===== src/rtl/fifo_ctrl_16x8.sv =====
// Pointer, occupancy and flag controller that turns an external 16x8 registered-read
// RAM into a first-in-first-out buffer. Flags are registered from the next count value.
module fifo_ctrl_16x8 #(
  parameter int DATA_WIDTH = 8,
  parameter int ADDR_WIDTH = 4,
  parameter int AF_LEVEL   = 14,
  parameter int AE_LEVEL   = 2
) (
  input  logic                  clk,
  input  logic                  reset,
  input  logic                  wr_en,
  input  logic [DATA_WIDTH-1:0] din,
  input  logic                  rd_en,
  output logic [DATA_WIDTH-1:0] dout,
  output logic                  dout_valid,
  output logic                  full,
  output logic                  empty,
  output logic                  almost_full,
  output logic                  almost_empty,
  output logic [ADDR_WIDTH:0]   count,
  output logic                  overflow,
  output logic                  underflow,
  output logic                  ram_we,
  output logic                  ram_re,
  output logic [ADDR_WIDTH-1:0] ram_w_add,
  output logic [ADDR_WIDTH-1:0] ram_r_add,
  output logic [DATA_WIDTH-1:0] ram_data_in,
  input  logic [DATA_WIDTH-1:0] ram_data_out
);

  localparam logic [ADDR_WIDTH:0] DEPTH_CNT = (ADDR_WIDTH+1)'(1 << ADDR_WIDTH);
  localparam logic [ADDR_WIDTH:0] AF_CNT    = (ADDR_WIDTH+1)'(AF_LEVEL);
  localparam logic [ADDR_WIDTH:0] AE_CNT    = (ADDR_WIDTH+1)'(AE_LEVEL);
  localparam logic [ADDR_WIDTH:0] CNT_ONE   = (ADDR_WIDTH+1)'(1);
  localparam logic [ADDR_WIDTH-1:0] PTR_ONE = ADDR_WIDTH'(1);

  logic                  wr_acc, rd_acc;
  logic [ADDR_WIDTH-1:0] wr_ptr_q, wr_ptr_d;
  logic [ADDR_WIDTH-1:0] rd_ptr_q, rd_ptr_d;
  logic [ADDR_WIDTH:0]   count_q, count_d;
  logic                  full_q, full_d;
  logic                  empty_q, empty_d;
  logic                  afull_q, afull_d;
  logic                  aempty_q, aempty_d;
  logic                  ovf_q, ovf_d;
  logic                  unf_q, unf_d;
  logic                  dv_q, dv_d;

  // Accept decisions use only registered flags, so a read never frees space
  // for a write in the same cycle and there is no empty-bypass.
  always_comb begin
    wr_acc = wr_en & ~full_q & ~reset;
    rd_acc = rd_en & ~empty_q & ~reset;

    wr_ptr_d = wr_ptr_q;
    rd_ptr_d = rd_ptr_q;
    if (wr_acc) wr_ptr_d = wr_ptr_q + PTR_ONE;
    if (rd_acc) rd_ptr_d = rd_ptr_q + PTR_ONE;

    count_d = count_q;
    case ({wr_acc, rd_acc})
      2'b10:   count_d = count_q + CNT_ONE;
      2'b01:   count_d = count_q - CNT_ONE;
      default: count_d = count_q;
    endcase

    full_d   = (count_d == DEPTH_CNT);
    empty_d  = (count_d == '0);
    afull_d  = (count_d >= AF_CNT);
    aempty_d = (count_d <= AE_CNT);

    ovf_d = wr_en & full_q;
    unf_d = rd_en & empty_q;
    dv_d  = rd_acc;
  end

  always_ff @(posedge clk) begin
    if (reset) begin
      wr_ptr_q <= '0;
      rd_ptr_q <= '0;
      count_q  <= '0;
      full_q   <= 1'b0;
      empty_q  <= 1'b1;
      afull_q  <= 1'b0;
      aempty_q <= 1'b1;
      ovf_q    <= 1'b0;
      unf_q    <= 1'b0;
      dv_q     <= 1'b0;
    end else begin
      wr_ptr_q <= wr_ptr_d;
      rd_ptr_q <= rd_ptr_d;
      count_q  <= count_d;
      full_q   <= full_d;
      empty_q  <= empty_d;
      afull_q  <= afull_d;
      aempty_q <= aempty_d;
      ovf_q    <= ovf_d;
      unf_q    <= unf_d;
      dv_q     <= dv_d;
    end
  end

  assign ram_we       = wr_acc;
  assign ram_re       = rd_acc;
  assign ram_w_add    = wr_ptr_q;
  assign ram_r_add    = rd_ptr_q;
  assign ram_data_in  = din;
  assign dout         = ram_data_out;
  assign dout_valid   = dv_q;
  assign count        = count_q;
  assign full         = full_q;
  assign empty        = empty_q;
  assign almost_full  = afull_q;
  assign almost_empty = aempty_q;
  assign overflow     = ovf_q;
  assign underflow    = unf_q;

endmodule


===== config.mk =====
export PLATFORM = sky130hd
export DESIGN_NAME = fifo_ctrl_16x8
export DESIGN_NICKNAME = d
export VERILOG_FILES = /design/src/rtl/fifo_ctrl_16x8.sv
export SDC_FILE = /design/constraint.sdc
export NUM_CORES = 1
export LEC_CHECK = 0
export ABC_AREA = 0
export CORE_MARGIN = 1
export CORE_UTILIZATION = 42
export DETAILED_ROUTE_END_ITERATION = 10
export GPL_ROUTABILITY_DRIVEN = 0
export MAX_ROUTING_LAYER = met4
export PLACE_DENSITY = 0.95
export SYNTH_ARGS = -nofsm -noshare
export SYNTH_HDL_FRONTEND = slang
export SYNTH_SLANG_ARGS = --single-unit
export TNS_END_PERCENT = 10

===== constraint.sdc =====
create_clock -name clk -period 3.9 [get_ports clk]
set_input_delay 0.78 -clock clk [delete_from_list [all_inputs] [get_ports clk]]
set_output_delay 0.78 -clock clk [all_outputs]
set_load 0.02 [all_outputs]

==> results.sh, run 1 <==
export IMPL_outcome="finished, final reports clean"
export IMPL_synth_top_area_share=0.349
export IMPL_max_stage_delay_ps=590
export IMPL_grt_pass1_vias=804
export IMPL_crit_cells=5
export IMPL_synth_avg_cell_area_um2=9.64
export IMPL_end_kind="primary output"
export IMPL_vias=833
export IMPL_tns_ps=0
export IMPL_finalSetupViolCount=0
export IMPL_cts_tree="yes"
export IMPL_p_int_w=0.000307
export IMPL_drive_gt1_frac=0.127
export IMPL_critPathMostFrequentCell="clkdlybuf4s50_1"
export IMPL_remaining_drc_errors=0
export IMPL_die_y_um=54.3
export IMPL_cp_top_family="buffers and inverters"
export IMPL_synth_edf_count=0
export IMPL_ctsResizeCount=0
export IMPL_grtUsageTotal=0.166
export IMPL_root_buffer="clkbuf_4"
export IMPL_syn_inst=119
export IMPL_power_leakage_nw=0.497
export IMPL_worstSkewPairLatency_ps=300
export IMPL_timing_slew_headroom=0.740
export IMPL_rsz0062_at_grt="false"
export IMPL_initial_core_util=0.455
export IMPL_ys_seq_elements=20
export IMPL_switching_power_w=0.000130
export IMPL_clk_pin_slew_ps=100
export IMPL_grt_pass1_wl_um=3420
export IMPL_vias_per_cell=5.34
export IMPL_synth_seq_area_share=0.349
export IMPL_cts_hold_buffers=0
export IMPL_cp_cell_sequence="clkdlybuf4s50_1 > and2b_1 > nand2b_1 > inv_1 > clkdlybuf4s50_1"
export IMPL_dr_pass1_iters=4
export IMPL_worst_slew_pin_slew_ps=388
export IMPL_ys_warn_count=0
export IMPL_core_mm2=0.00252
export IMPL_io_pins=58
export IMPL_crit_end="ram_we"
export IMPL_synthArstFlopShare=0
export IMPL_worst_path_max_delay_cell="clkdlybuf4s50_1"
export IMPL_syn_num_nets=143
export IMPL_p_seq_frac=0.531
export IMPL_fin_hold_ws_ps=464
export IMPL_syn_area_mm2=0.00115
export IMPL_cts_buffer_depth=2
export IMPL_overflow=0
export IMPL_fillCellCount=227
export IMPL_cap_violations=0
export IMPL_synth_top_flop_cell="dfxtp_1"
export IMPL_power_density_mw_per_mm2=334
export IMPL_final_nets=152
export IMPL_wl_per_cell_um=13.7
export IMPL_combinationalPowerShare=0.249
export IMPL_multiInputGateArea_um2=577
export IMPL_ant_nets=0
export IMPL_worstSetupStartpointType="input port"
export IMPL_drt_wl_total_um=2140
export IMPL_postCtsSetupBuffers=0
export IMPL_timing_rr_start="full"
export IMPL_io_buffers=25
export IMPL_finalClockSkew_ps=1.41
export IMPL_setup_ws_ps=727
export IMPL_cts_sinks=20
export IMPL_worstPathRequired_ps=3120
export IMPL_stdcell_area_mm2=0.00131
export IMPL_grt_start_max_net_pins=23
export IMPL_synthTopCellsByArea="dfxtp_1 (35%), buf_4 (11%), nor2_1 (4.6%)"
export IMPL_fmax_mhz=315
export IMPL_cts_made_buffers=3
export IMPL_dpl_hpwl_um=1600
export IMPL_hold_viol_final=0
export IMPL_min_period_ps=3170
export IMPL_htree_levels=1
export IMPL_timing_final_crit_share=0.814
export IMPL_hold_class="reg2reg"
export IMPL_placed_area_mm2=0.00128
export IMPL_area_growth_pct=13.8
export IMPL_regToRegSetupSlack_ps=1560
export IMPL_regArea_um2=400
export IMPL_antennaDiodeCount=0
export IMPL_crit_buf_inv=3
export IMPL_arrival_ps=2390
export IMPL_r2r_end="full"
export IMPL_dp_slack_ps=638
export IMPL_drt_initial_drc_count=22
export IMPL_die_area_mm2=0.00294
export IMPL_yosys_area_top_type="dfxtp_1"
export IMPL_die_w_um=54.3
export IMPL_drv_slew=0
export IMPL_cp_max_fo=6
export IMPL_ys_types=42
export IMPL_row_count=18
export IMPL_clock_power_share=0.220
export IMPL_peakVddDrop_v=0.000278
export IMPL_antenna_found_initial=0
export IMPL_cp_startpoint="wr_en"
export IMPL_power_share_switching=0.297
export IMPL_worstRegToRegCells=8
export IMPL_path_class="in2out"
power groups by stage:
stage / Sequential [W] / Clock (W) / Combinational [W]
global route: 0.000234 / 0.000108 / 0.000119
CTS: 0.000232 / 0.0000999 / 0.000109
detailed placement: 0.000236 / 0 / 0.000108
finish: 0.000232 / 0.0000959 / 0.000109
global placement: 0.000236 / 0 / 0.000107
floorplan: 0.000245 / 0 / 0.0000864
sequential cells by signal (all words and copies together), names as in the netlist:
| name | count |
|---|---|
| count | 5 |
| almost_full | 1 |
| underflow | 1 |
| overflow | 1 |
| dout_valid | 1 |
| ram_w_add | 4 |
| ram_r_add | 4 |
| empty | 1 |
| almost_empty | 1 |
| full | 1 |
cells in the final DEF (no fill, tap or decap), drive strengths merged:
master,synthesis,routed
clkdlybuf4s50,0,25
dfxtp,20,20
nor2,14,14
nand2,7,7
xor2,6,6
nor3b,6,6
xnor2,4,4
ha,4,4
nand2b,4,4
a21oi,3,3
clkbuf,2,3
nand4,2,2
or3b,2,2
o21ai,2,2
buf,21,2
o31ai,2,2
a31oi,2,2
and2b,1,1
inv,1,1
a21o,1,1
a22o,1,1
o211ai,1,1
a21boi,1,1
o31a,1,1
nor4,1,1
mux2i,1,1
nor4b,1,1
nand4b,1,1
a221o,1,1
a211oi,1,1
and4bb,1,1
a31o,1,1
o22ai,1,1
a41o,1,1
and3b,1,1
worst reg2reg max path, cell delays in order (launching register included):
cell and delay (ps):
dfxtp_1 340, and2b_1 320, nand2b_1 120, ha_1 290, nand4b_1 230, a221o_1 400
o31ai_4 80, xnor2_1 240, and4bb_1 230
cell type report:
| cell class | count | share of cell area |
|---|---|---|
| clock buffer | 3 | 0.0172 |
| inverter | 1 | 0.00287 |
| multi-input combinational | 75 | 0.442 |
| sequential | 20 | 0.307 |
| tap | 30 | 0.0287 |
| timing repair buffer | 27 | 0.203 |
kinds of logic after synthesis:
family	share of synthesized area
XOR/XNOR	0.0763
flip-flops	0.349
adder cells (fa/ha/maj)	0.0436
AO/OA/AOI/OAI	0.154
buffers and inverters	0.148
AND/OR/NAND/NOR	0.220
multiplexers	0.00872
cell usage after synthesis (2+ instances only):
master    number
xor2_1         6
ha_1           4
clkbuf_1       2
nor2_1        14
buf_4         17
buf_6          2
dfxtp_1       20
nand2_1        6
xnor2_1        4
a21oi_1        3
nand4_1        2
nor3b_1        5
or3b_2         2
o21ai_0        2
nand2b_1       3
how the worst min path moves through the flow:
| stage | from | endpoint | slack, ps | cells after the start |
|---|---|---|---|---|
| 3_5_place_dp | full | overflow | 450 | 2 |
| 3_3_place_gp | full | overflow | 460 | 2 |
| 5_1_grt | full | overflow | 500 | 2 |
| 2_1_floorplan | full | overflow | 530 | 2 |
| 4_1_cts | full | overflow | 470 | 2 |
| 6_report | full | overflow | 460 | 2 |
metrics by stage:
step                cells  utilization  power [W]
floorplan             119            -   0.000331
global placement      153        0.509   0.000343
detailed placement    153        0.509   0.000345
CTS                   156        0.518   0.000441
global route          156        0.518   0.000461
finish                156        0.518   0.000437
layer usage:
| metal | track usage | share of wire | vias to the layer above |
|---|---|---|---|
| met5 | - | 0 | - |
| met4 | 0.0556 | 0.015 | 0 |
| met3 | 0.0583 | 0.078 | 4 |
| met2 | 0.289 | 0.50 | 32 |
| met1 | 0.172 | 0.41 | 385 |
| li1 | - | - | 412 |
No activity file was read; power rests on OpenSTA's default activity.
==> inputs of run 2 (changes only) <==
- CORE_UTILIZATION: 42 -> 39
- PLACE_DENSITY: 0.95 -> 0.91
- clock period: 3.9 -> 3 ns (I/O delays scaled with it)
==> results.sh, run 2 (synthesized netlist as in run 1, its figures left out) <==
export IMPL_grt_pass1_wl_um=3950
export IMPL_arrival_ps=2230
export IMPL_cp_top_family="buffers and inverters"
export IMPL_fillCellCount=261
export IMPL_antenna_found_initial=0
export IMPL_finalClockSkew_ps=1.38
export IMPL_postCtsSetupBuffers=0
export IMPL_grt_start_max_net_pins=14
export IMPL_crit_buf_inv=3
export IMPL_htree_levels=1
export IMPL_fmax_mhz=353
export IMPL_drt_initial_drc_count=14
export IMPL_drt_wl_total_um=2240
export IMPL_max_stage_delay_ps=620
export IMPL_hold_viol_final=0
export IMPL_tns_ps=0
export IMPL_wl_per_cell_um=13.8
export IMPL_finalSetupViolCount=0
export IMPL_ctsResizeCount=0
export IMPL_worst_slew_pin_slew_ps=395
export IMPL_cap_violations=0
export IMPL_core_mm2=0.00278
export IMPL_min_period_ps=2830
export IMPL_overflow=0
export IMPL_cts_sinks=20
export IMPL_root_buffer="clkbuf_4"
export IMPL_cp_cell_sequence="clkdlybuf4s50_1 > nor3b_2 > buf_4 > clkdlybuf4s50_1"
export IMPL_cts_tree="yes"
export IMPL_timing_slew_headroom=0.736
export IMPL_cts_buffer_depth=2
export IMPL_die_area_mm2=0.00316
export IMPL_worstPathRequired_ps=2400
export IMPL_remaining_drc_errors=0
export IMPL_dr_pass1_iters=4
export IMPL_drive_gt1_frac=0.160
export IMPL_end_kind="primary output"
export IMPL_vias=867
export IMPL_row_count=19
export IMPL_initial_core_util=0.413
export IMPL_regArea_um2=400
export IMPL_io_pins=58
export IMPL_cp_max_fo=11
export IMPL_critPathMostFrequentCell="clkdlybuf4s50_1"
export IMPL_drv_slew=0
export IMPL_grt_pass1_vias=873
export IMPL_power_w=0.000601
export IMPL_worst_path_max_delay_cell="clkdlybuf4s50_1"
export IMPL_antennaDiodeCount=0
export IMPL_worstRegToRegCells=9
export IMPL_power_density_mw_per_mm2=445
export IMPL_cts_hold_buffers=0
export IMPL_power_leakage_nw=0.523
export IMPL_worstSetupStartpointType="input port"
export IMPL_timing_final_crit_share=0.944
export IMPL_die_y_um=56.2
export IMPL_final_common_cell="clkdlybuf4s50_1"
export IMPL_post_route_util=0.486
export IMPL_final_cell_mix="clkdlybuf4s50_1 (25), dfxtp_1 (20), nor2_1 (14)"
export IMPL_io_buffers=25
export IMPL_hold_depth=2
export IMPL_cts_made_buffers=3
export IMPL_hold_class="reg2reg"
export IMPL_outcome="finished, final reports clean"
export IMPL_die_w_um=56.2
export IMPL_dpl_hpwl_um=1750
export IMPL_crit_cells=4
export IMPL_vias_per_cell=5.35
export IMPL_final_nets=156
export IMPL_largest_reg_flops=5
export IMPL_clk_pin_slew_ps=100
export IMPL_peakVddDrop_v=0.000486
export IMPL_area_growth_pct=17.8
export IMPL_rsz0062_at_grt="false"
export IMPL_grtUsageTotal=0.160
export IMPL_multiInputGateArea_um2=577
export IMPL_path_class="in2out"
export IMPL_worstSkewPairLatency_ps=290
export IMPL_ant_nets=0
==> run 2: routing by layer <==
metal,vias to the layer above,routed length (µm),global-route usage
met5,-,0,-
met4,0,98,0.0801
met1,395,887,0.170
met3,24,169,0.0512
met2,27,1080,0.265
li1,421,-,-
==> run 2: layout make-up <==
type                       count  area share
clock buffer                   4      0.0269
inverter                       1     0.00278
multi-input combinational     75       0.427
sequential                    20       0.296
tap                           31      0.0287
timing repair buffer          31       0.219
==> run 2: final timing paths <==
kind	startpoint	to	slack [ps]
setup / recovery	rd_en	ram_re	170
hold reg to reg	full	overflow	460
setup reg to reg	empty	full	720
hold / removal	full	overflow	460
==> run 2: where the power goes <==
group / switching [W] / internal [W]
logic: 0.0000734 / 0.0000761
registers: 0.0000204 / 0.000281
clock network: 0.0000763 / 0.0000740
total: 0.000170 / 0.000431
==> run 2: metrics by stage <==
step	hold slack, ps	cell area, µm²	setup slack (ps)	cells
detailed placement	450	1320	-42.5	158
finish	462	1350	169	162
floorplan	525	1150	506	119
global placement	449	1320	48.2	158
CTS	467	1350	173	162
global route	506	1350	24.8	162
==> run 2: worst reg2reg max path: stages, from the launching register on <==
cell and delay [ps]:
dfxtp_1 370, nor3b_2 270, nand2_2 100, xnor2_1 140, ha_1 230, nor4b_1 330, a31oi_2 90, o31ai_4 190
xnor2_1 240, and4bb_1 230
